==> src/rtl/ring_vc_output_arbiter.sv <==
// ---------------------------------------------------------------------------
// ring_vc_output_arbiter
//   Output-port arbiter and per-VC packet buffer for one ring-router output.
//   Two requesters share the link.
//     port 0: through traffic. It can have its hop count decremented.
//     port 1: other source.
//   Each virtual channel (VC = data[63]) has one buffer slot.
//   A packet is accepted on VC ~polarity and emitted on VC polarity.
//   Because polarity flips every cycle, a slot never fills and drains in the
//   same cycle.
//
//   Optional feature: define RING_ARB_GRANT_CNT_EN to add the per-port grant
//   counters grant_cnt0 and grant_cnt1.
//
// Ports
//   clk, reset   clock and synchronous active-high reset
//   polarity     toggles each cycle; selects the emitting VC
//   req0/data0   port-0 request and packet; ack0 is the combinational grant
//   req1/data1   port-1 request and packet; ack1 is the combinational grant
//   ro           downstream ready
//   so/dout      registered send strobe and output packet. The packet port
//                is named dout because "do" is a reserved word.
//   grant_cnt0/1 grant counters (only with RING_ARB_GRANT_CNT_EN)
// ---------------------------------------------------------------------------
module ring_vc_output_arbiter #(
   parameter int unsigned WIDTH   = 64,
   parameter int unsigned HOP_DEC = 1,
   parameter int unsigned CNT_W   = 16
) (
   input  logic             clk,
   input  logic             reset,
   input  logic             polarity,
   input  logic             req0,
   input  logic [WIDTH-1:0] data0,
   output logic             ack0,
   input  logic             req1,
   input  logic [WIDTH-1:0] data1,
   output logic             ack1,
   input  logic             ro,
   output logic             so,
   output logic [WIDTH-1:0] dout
`ifdef RING_ARB_GRANT_CNT_EN
   ,
   output logic [CNT_W-1:0] grant_cnt0,
   output logic [CNT_W-1:0] grant_cnt1
`endif
);

   localparam int unsigned VC_BIT = WIDTH - 1;
   localparam int unsigned HOP_LO = 48;
   localparam int unsigned HOP_HI = 55;
   localparam int unsigned HOP_W  = HOP_HI - HOP_LO + 1;

   // Reject configurations that cannot hold the VC and hop fields.
   if (WIDTH < 64 || CNT_W == 0) begin : g_bad_params
      $error("ring_vc_output_arbiter: WIDTH must be >= 64 and CNT_W >= 1");
   end

   logic             buf_full [2];
   logic [WIDTH-1:0] buf_data [2];
   logic [1:0]       last;

   logic             acc_vc;
   logic             emit_vc;
   logic             elig0;
   logic             elig1;
   logic             win0;
   logic             win1;
   logic             emit_fire;
   logic [WIDTH-1:0] acc_data;

   // Decrement the hop field, saturating at zero.
   function automatic logic [WIDTH-1:0] hop_adjust(input logic [WIDTH-1:0] d);
      logic [HOP_W-1:0] hop;
      hop_adjust = d;
      hop        = d[HOP_HI:HOP_LO];
      if (HOP_DEC != 0 && hop != '0) begin
         hop_adjust[HOP_HI:HOP_LO] = hop - HOP_W'(1);
      end
   endfunction

   // Grant decision and emit qualification
   always_comb begin
      acc_vc    = ~polarity;
      emit_vc   = polarity;
      elig0     = req0 && (data0[VC_BIT] == acc_vc) && !buf_full[acc_vc];
      elig1     = req1 && (data1[VC_BIT] == acc_vc) && !buf_full[acc_vc];
      // On a tie the port that did not win last time on this VC goes first.
      win1      = elig1 && (!elig0 || !last[acc_vc]);
      win0      = elig0 && !win1;
      ack0      = win0 && !reset;
      ack1      = win1 && !reset;
      acc_data  = win0 ? hop_adjust(data0) : data1;
      emit_fire = buf_full[emit_vc] && ro;
   end

   // Control state: occupancy, last winner, output strobe and packet
   always_ff @(posedge clk) begin
      if (reset) begin
         buf_full[0] <= 1'b0;
         buf_full[1] <= 1'b0;
         last        <= 2'b11;
         so          <= 1'b0;
         dout        <= '0;
      end else begin
         so <= emit_fire;
         if (emit_fire) begin
            dout              <= buf_data[emit_vc];
            buf_full[emit_vc] <= 1'b0;
         end
         if (win0 || win1) begin
            buf_full[acc_vc] <= 1'b1;
            last[acc_vc]     <= win1;
         end
      end
   end

   // Payload storage; its content is qualified by buf_full, so it needs no reset.
   always_ff @(posedge clk) begin
      if (!reset && (win0 || win1)) begin
         buf_data[acc_vc] <= acc_data;
      end
   end

`ifdef RING_ARB_GRANT_CNT_EN
   // Free-running grant counters that wrap modulo 2^CNT_W
   always_ff @(posedge clk) begin
      if (reset) begin
         grant_cnt0 <= '0;
         grant_cnt1 <= '0;
      end else begin
         if (ack0) grant_cnt0 <= grant_cnt0 + CNT_W'(1);
         if (ack1) grant_cnt1 <= grant_cnt1 + CNT_W'(1);
      end
   end
`endif

endmodule

==> config.mk <==
export PLATFORM = sky130hd
export DESIGN_NAME = ring_vc_output_arbiter
export DESIGN_NICKNAME = d
export VERILOG_FILES = /design/src/rtl/ring_vc_output_arbiter.sv
export SDC_FILE = /design/constraint.sdc
export NUM_CORES = 1
export LEC_CHECK = 0
export ABC_CLOCK_PERIOD_IN_PS = 7100
export CELL_PAD_IN_SITES_DETAIL_PLACEMENT = 0
export CELL_PAD_IN_SITES_GLOBAL_PLACEMENT = 2
export CORE_ASPECT_RATIO = 0.9
export CORE_MARGIN = 2
export CORE_UTILIZATION = 33
export CTS_CLUSTER_SIZE = 14
export DETAILED_ROUTE_END_ITERATION = 10
export PLACE_DENSITY = 0.81
export SETUP_SLACK_MARGIN = 0.5
export SLEW_MARGIN = 40
export SYNTH_ARGS = -nofsm -noshare
export SYNTH_HDL_FRONTEND = slang
export SYNTH_SLANG_ARGS = --single-unit
==> constraint.sdc <==
create_clock -name clk -period 7.1 [get_ports clk]
set_input_delay 0.71 -clock clk [delete_from_list [all_inputs] [get_ports clk]]
set_output_delay 0.71 -clock clk [all_outputs]
set_load 0.01 [all_outputs]
==> results.py, run 1 <==
metrics = {
    "run_status": {
        "status": "completed",
    },
    "setup_path": {
        "crit_path_end_kind": "output pin",
        "cp.required_ns": 6.39,
        "r2r-end": "buf_data[0][40]",
        "reg2reg_slack_ns": 4.73,
        "crit_start": "polarity",
        "rr_startpoint": "buf_full[0]",
        "worstPathArrival_ns": 2.60,
        "rr_worst_depth": 5,
        "cp_max_fo": 42,
        "start_kind": "primary input",
        "endpoint": "ack1",
        "path_class": "in2out",
    },
    "floorplan": {
        "die-area_um2": 25100,
        "start_util": 0.336,
        "die_w_um": 167,
        "core_region_area_um2": 23400,
        "ios": 201,
        "die_h_um": 150,
        "num_rows": 53,
    },
    "synthesis": {
        "synth_top_area_frac": 0.489,
        "synth.distinct_cells": 29,
        "synth_seq_area_share": 0.664,
        "ys.flop_type": "edfxtp_1",
        "ys_warn_count": 0,
        "postSynthAreaPerCell_um2": 14.4,
        "netlist_area_um2": 7870,
        "yosys_register_bits": 197,
        "synthCells": 548,
        "async_flop_share": 0,
        "synth-edff-count": 128,
        "synthTopCellsByCount": "128 x edfxtp_1, 73 x nor2_1, 69 x dfxtp_1",
        "synth_top_cell_by_area": "edfxtp_1",
        "ys_top_cells_by_area": "edfxtp_1 49%, dfxtp_1 18%, mux2_2 9.3%",
        "synth_most_common_cell": "edfxtp_1",
        "syn_nets": 684,
    },
    "detailed_routing": {
        "avgViaCountPerCell": 4.74,
        "drt_iter0_drc": 242,
        "firstDrtPassIters": 4,
        "ant_nets": 0,
        "wl_per_cell_um": 16.8,
        "vias": 4995,
        "drc": 0,
        "drt_wl_total_um": 17700,
    },
    "sta": {
        "slew_viol_final": 0,
        "rsz0062_at_grt": "false",
        "skew_ns": 0.0103,
        "fin_crit_ns": 3.31,
        "period_share": 0.467,
        "setup_tns_ns": 0,
        "hold_viol": 0,
        "setup_viol": 0,
        "max_freq_mhz": 302,
        "worst_pin_slew_ns": 0.763,
        "relSlewSlack": 0.492,
    },
    "clock_tree": {
        "cts.path.max_buffers": 2,
        "insertion_delay_ns": 0.42,
        "cts_inserted_buffers": 17,
        "numClockSinks": 197,
        "ctsHoldBuffers": 0,
        "htree_levels": 4,
        "cts_tree": "yes",
        "ctsResizeCount": 0,
        "ctsRootBufferMaster": "clkbuf_16",
        "clk_pin_slew_worst_paths_ns": 0.06,
        "cts_setup_buffers": 0,
    },
    "finish": {
        "area_growth_pct": 37.2,
        "n_fill_cell": 2107,
        "finish.instance_area_um2": 10800,
        "ff_latch_area_um2": 5230,
        "num-nets-final": 874,
        "drive_gt1_frac": 0.152,
        "multi_input_area_um2": 2480,
        "diodes": 0,
    },
    "global_routing": {
        "grt_start_max_net_pins": 129,
        "first_global_vias": 5141,
        "grt_overflow_total": 0,
        "track_usage": 0.141,
        "grt_pass1_wl_um": 27400,
        "antenna_found_initial": 0,
    },
    "placement": {
        "place_area_um2": 10200,
        "io_buffer_count": 200,
        "gp_congestion": 0.791,
        "hpwl_um": 11500,
    },
    "hold_path": {
        "min_path_type": "reg2reg",
        "hold_depth": 1,
    },
    "flow_run": {
        "cap_violations": 0,
    },
    "pwr": {
        "ir_drop_v": 0.000174,
        "powerDensity_nw_per_um2": 241,
        "leakage_nw": 3.72,
    },
}
per-layer routing:
metal	share of wire	track usage	routed length [µm]
met5	0	0	0
met4	0.017	0.0483	299
met3	0.073	0.0431	1290
met2	0.47	0.236	8370
met1	0.44	0.176	7770
layout make-up:
| class | instances | area share |
|---|---|---|
| Multi-Input combinational cell | 307 | 0.230 |
| Clock buffer | 19 | 0.0411 |
| Tap cell | 302 | 0.0350 |
| Timing Repair Buffer | 208 | 0.192 |
| Sequential cell | 197 | 0.484 |
| Clock inverter | 13 | 0.0157 |
| Inverter | 7 | 0.00244 |
cells by family after synthesis:
logic type      count (synthesis)  synth area share
buf+inv                        44            0.0242
fa+ha+maj                       2           0.00318
flops                         197             0.664
xor+xnor                        4           0.00445
mux                           132             0.178
simple gates                   89            0.0514
compound gates                 80            0.0741
sequential cells by signal (all words and copies together), names as in the netlist:
register and cells:
buf_data 128, buf_full 2, dout 64, last 2, so 1
critical path, stage by stage:
cell and delay, ns:
buf_4 0.53, nor4bb_1 0.38, a31oi_1 0.17, nor3_1 0.21
clkdlybuf4s50_1 0.59
worst min-delay path by stage:
stage / from / to / slack [ns]
4_1_cts: last[0] / last[0] / 0.49
3_5_place_dp: last[0] / last[0] / 0.47
2_1_floorplan: last[0] / last[0] / 0.45
3_3_place_gp: last[0] / last[0] / 0.47
5_1_grt: dout[57] / dout[57] / 0.52
6_report: last[0] / last[0] / 0.50
cell usage in the layout, fill, tap and decap left out, types with 2 or more instances in the layout:
cell | Yosys | layout
nor3_1 | 5 | 3
mux2i_1 | 67 | 67
buf_6 | 0 | 2
inv_1 | 7 | 7
ha_1 | 2 | 2
edfxtp_1 | 128 | 128
clkinvlp_4 | 0 | 4
bufinv_16 | 0 | 3
a221o_1 | 2 | 2
inv_6 | 0 | 2
buf_4 | 5 | 6
a21oi_1 | 5 | 5
nor3_2 | 0 | 2
clkbuf_16 | 0 | 17
o21ai_0 | 5 | 4
mux2_2 | 65 | 65
clkdlybuf4s50_1 | 0 | 198
dfxtp_1 | 69 | 69
xnor2_1 | 4 | 4
a211oi_1 | 64 | 64
nor3b_1 | 4 | 4
nor2_1 | 73 | 72
per-stage QoR:
| stage | util | hold slack [ns] | total power, W | instances | worst slack [ns] |
|---|---|---|---|---|---|
| 3_5_place_dp | 0.435 | 0.472 | 0.00163 | 1021 | 3.75 |
| 3_3_place_gp | 0.434 | 0.465 | 0.00163 | 1021 | 3.61 |
| 6_report | 0.461 | 0.498 | 0.00260 | 1053 | 3.79 |
| 5_1_grt | 0.461 | 0.521 | 0.00269 | 1053 | 3.65 |
| 4_1_cts | 0.461 | 0.493 | 0.00262 | 1053 | 3.76 |
| 2_1_floorplan | - | 0.448 | 0.00147 | 548 | 0.762 |
power breakdown:
group / internal [W] / switching (W) / leakage (nW)
clock network: 0.000569 / 0.000426 / 0.288
registers: 0.00128 / 0.0000190 / 1.73
logic: 0.000170 / 0.000135 / 1.70
(Power assumes the default switching activity.)
==> run 2, diff against run 1 <==
ABC_CLOCK_PERIOD_IN_PS = 3300   (was 7100)
clock period = 3.3 ns   (was 7.1 ns; I/O delays follow)
==> results.py, run 2 (same netlist as run 1, synthesis figures left out) <==
metrics = {
    "finish": {
        "diodes": 0,
        "utilization": 0.465,
        "num-nets-final": 877,
        "largest_reg_flops": 128,
        "stdcell_count": 1056,
        "reg.largest.list": "buf_data: 128 flops, dout: 64 flops",
        "top_register": "buf_data",
        "final_cell_mix": "198 x clkdlybuf4s50_1, 128 x edfxtp_1, 71 x nor2_1",
        "finish.instance_area_um2": 10900,
        "drive_gt1_frac": 0.160,
        "final_common_cell": "clkdlybuf4s50_1",
        "area_growth_pct": 38.5,
    },
    "setup_path": {
        "path_class": "in2out",
        "r2r-end": "buf_data[1][9]",
        "cp_max_fo": 4,
        "rr_worst_depth": 5,
        "cpMostUsedCell": "clkdlybuf4s50_1",
        "cp.required_ns": 2.97,
        "start_kind": "primary input",
        "rr_startpoint": "buf_full[0]",
        "worstPathArrival_ns": 2.18,
        "endpoint": "ack0",
        "cpPeakStageDelay_ns": 0.57,
        "crit_path_end_kind": "output pin",
        "cpMaxStageDelayCell": "clkdlybuf4s50_1",
        "path_cells": "clkdlybuf4s50_1 -> nor4bb_4 -> a31oi_1 -> o21ai_4 -> nor2_1 -> clkdlybuf4s50_1",
        "crit_start": "data1[63]",
        "reg2reg_slack_ns": 1.18,
    },
    "floorplan": {
        "die_w_um": 167,
        "start_util": 0.336,
        "ios": 201,
        "core_region_area_um2": 23400,
        "num_rows": 53,
        "die-area_um2": 25100,
        "die_h_um": 150,
    },
    "pwr": {
        "power_switching_w": 0.00132,
        "p_clk_frac": 0.383,
        "ir_drop_v": 0.000275,
        "p_int_w": 0.00429,
        "swShare": 0.235,
        "leakage_nw": 3.77,
        "pwr-share-seq": 0.499,
        "pwr-share-comb": 0.118,
        "powerDensity_nw_per_um2": 515,
    },
    "sta": {
        "setup_tns_ns": 0,
        "worst_pin_slew_ns": 0.685,
        "period_share": 0.761,
        "setup_viol": 0,
        "relSlewSlack": 0.544,
        "fin_crit_ns": 2.51,
        "max_freq_mhz": 398,
        "skew_ns": 0.0125,
        "slew_viol_final": 0,
        "rsz0062_at_grt": "false",
        "hold_viol": 0,
    },
    "clock_tree": {
        "htree_levels": 4,
        "ctsHoldBuffers": 0,
        "cts_inserted_buffers": 17,
        "ctsResizeCount": 0,
        "insertion_delay_ns": 0.43,
        "cts_tree": "yes",
        "ctsRootBufferMaster": "clkbuf_16",
        "cts.path.max_buffers": 2,
        "clk_pin_slew_worst_paths_ns": 0.07,
        "numClockSinks": 197,
        "cts_setup_buffers": 0,
    },
    "detailed_routing": {
        "drc": 0,
        "wl_per_cell_um": 16.7,
        "vias": 4959,
        "drt_iter0_drc": 216,
        "avgViaCountPerCell": 4.70,
        "firstDrtPassIters": 4,
        "drt_wl_total_um": 17600,
        "ant_nets": 0,
    },
    "run_status": {
        "status": "completed",
    },
    "global_routing": {
        "grt_pass1_wl_um": 27100,
        "grt_start_max_net_pins": 91,
        "first_global_vias": 5108,
        "track_usage": 0.140,
        "antenna_found_initial": 0,
        "grt_overflow_total": 0,
    },
    "placement": {
        "io_buffer_count": 200,
        "gp_congestion": 0.770,
        "place_inst": 1024,
        "hpwl_um": 11900,
        "place_area_um2": 10300,
    },
    "flow_run": {
        "cap_violations": 0,
    },
    "hold_path": {
        "min_path_type": "in2reg",
    },
}
-- run 2: cell count changes in the layout (fill, tap and decap cells not counted), moves of 2 or more --
cell	before	now
buf_4	6	9
clkinvlp_4	4	2
buf_12	0	3
nor3b_1	4	2
nor3b_2	0	2
inv_8	1	4
clkinv_8	0	2
nor3_2	2	0
nor3_4	0	2
-- run 2: area by class of cell --
cell class	instances	area (µm²)
Clock inverter	14	188
Inverter	7	26.3
Sequential cell	197	5230
Tap cell	302	378
Multi-Input combinational cell	307	2520
Timing Repair Buffer	211	2120
Clock buffer	18	429
Fill cell	2060	12500
-- run 2: how the worst min path moves through the flow --
stage / from / endpoint / slack (ns) / cells after the start
finish: reset / dout[56] / 0.28 / 2
global route: reset / dout[58] / 0.29 / 2
CTS: reset / dout[56] / 0.27 / 2
detailed placement: last[0] / last[0] / 0.48 / 1
global placement: last[0] / last[0] / 0.47 / 1
floorplan: last[0] / last[0] / 0.45 / 1
-- run 2: power by group through the flow --
stage                     clock network, W  registers [W]  logic [W]
after CTS                          0.00221        0.00280   0.000676
after detailed placement                 0        0.00285   0.000672
after global placement                   0        0.00285   0.000659
final                              0.00215        0.00280   0.000663
after floorplan                          0        0.00287   0.000311
after global routing               0.00230        0.00281   0.000723
-- run 2: through the flow --
stage / hold slack (ns) / setup slack, ns / total power, W
2_1_floorplan: 0.448 / 0.440 / 0.00318
6_report: 0.279 / 0.790 / 0.00560
4_1_cts: 0.274 / 0.751 / 0.00568
3_3_place_gp: 0.466 / 0.707 / 0.00351
5_1_grt: 0.289 / 0.632 / 0.00583
3_5_place_dp: 0.477 / 0.653 / 0.00353
-- run 2: per-layer routing --
layer,global-route usage,vias up,part of all wire
met3,0.0336,13,0.053
met4,0.0474,0,0.012
met2,0.248,128,0.51
met1,0.168,2356,0.42
li1,-,2462,-
met5,0,-,0
-- run 2: critical path, delay by kind of cell --
kind / cells / cell delay [ns]
compound gates: 2 / 0.54
buf+inv: 2 / 1.11
simple gates: 2 / 0.20
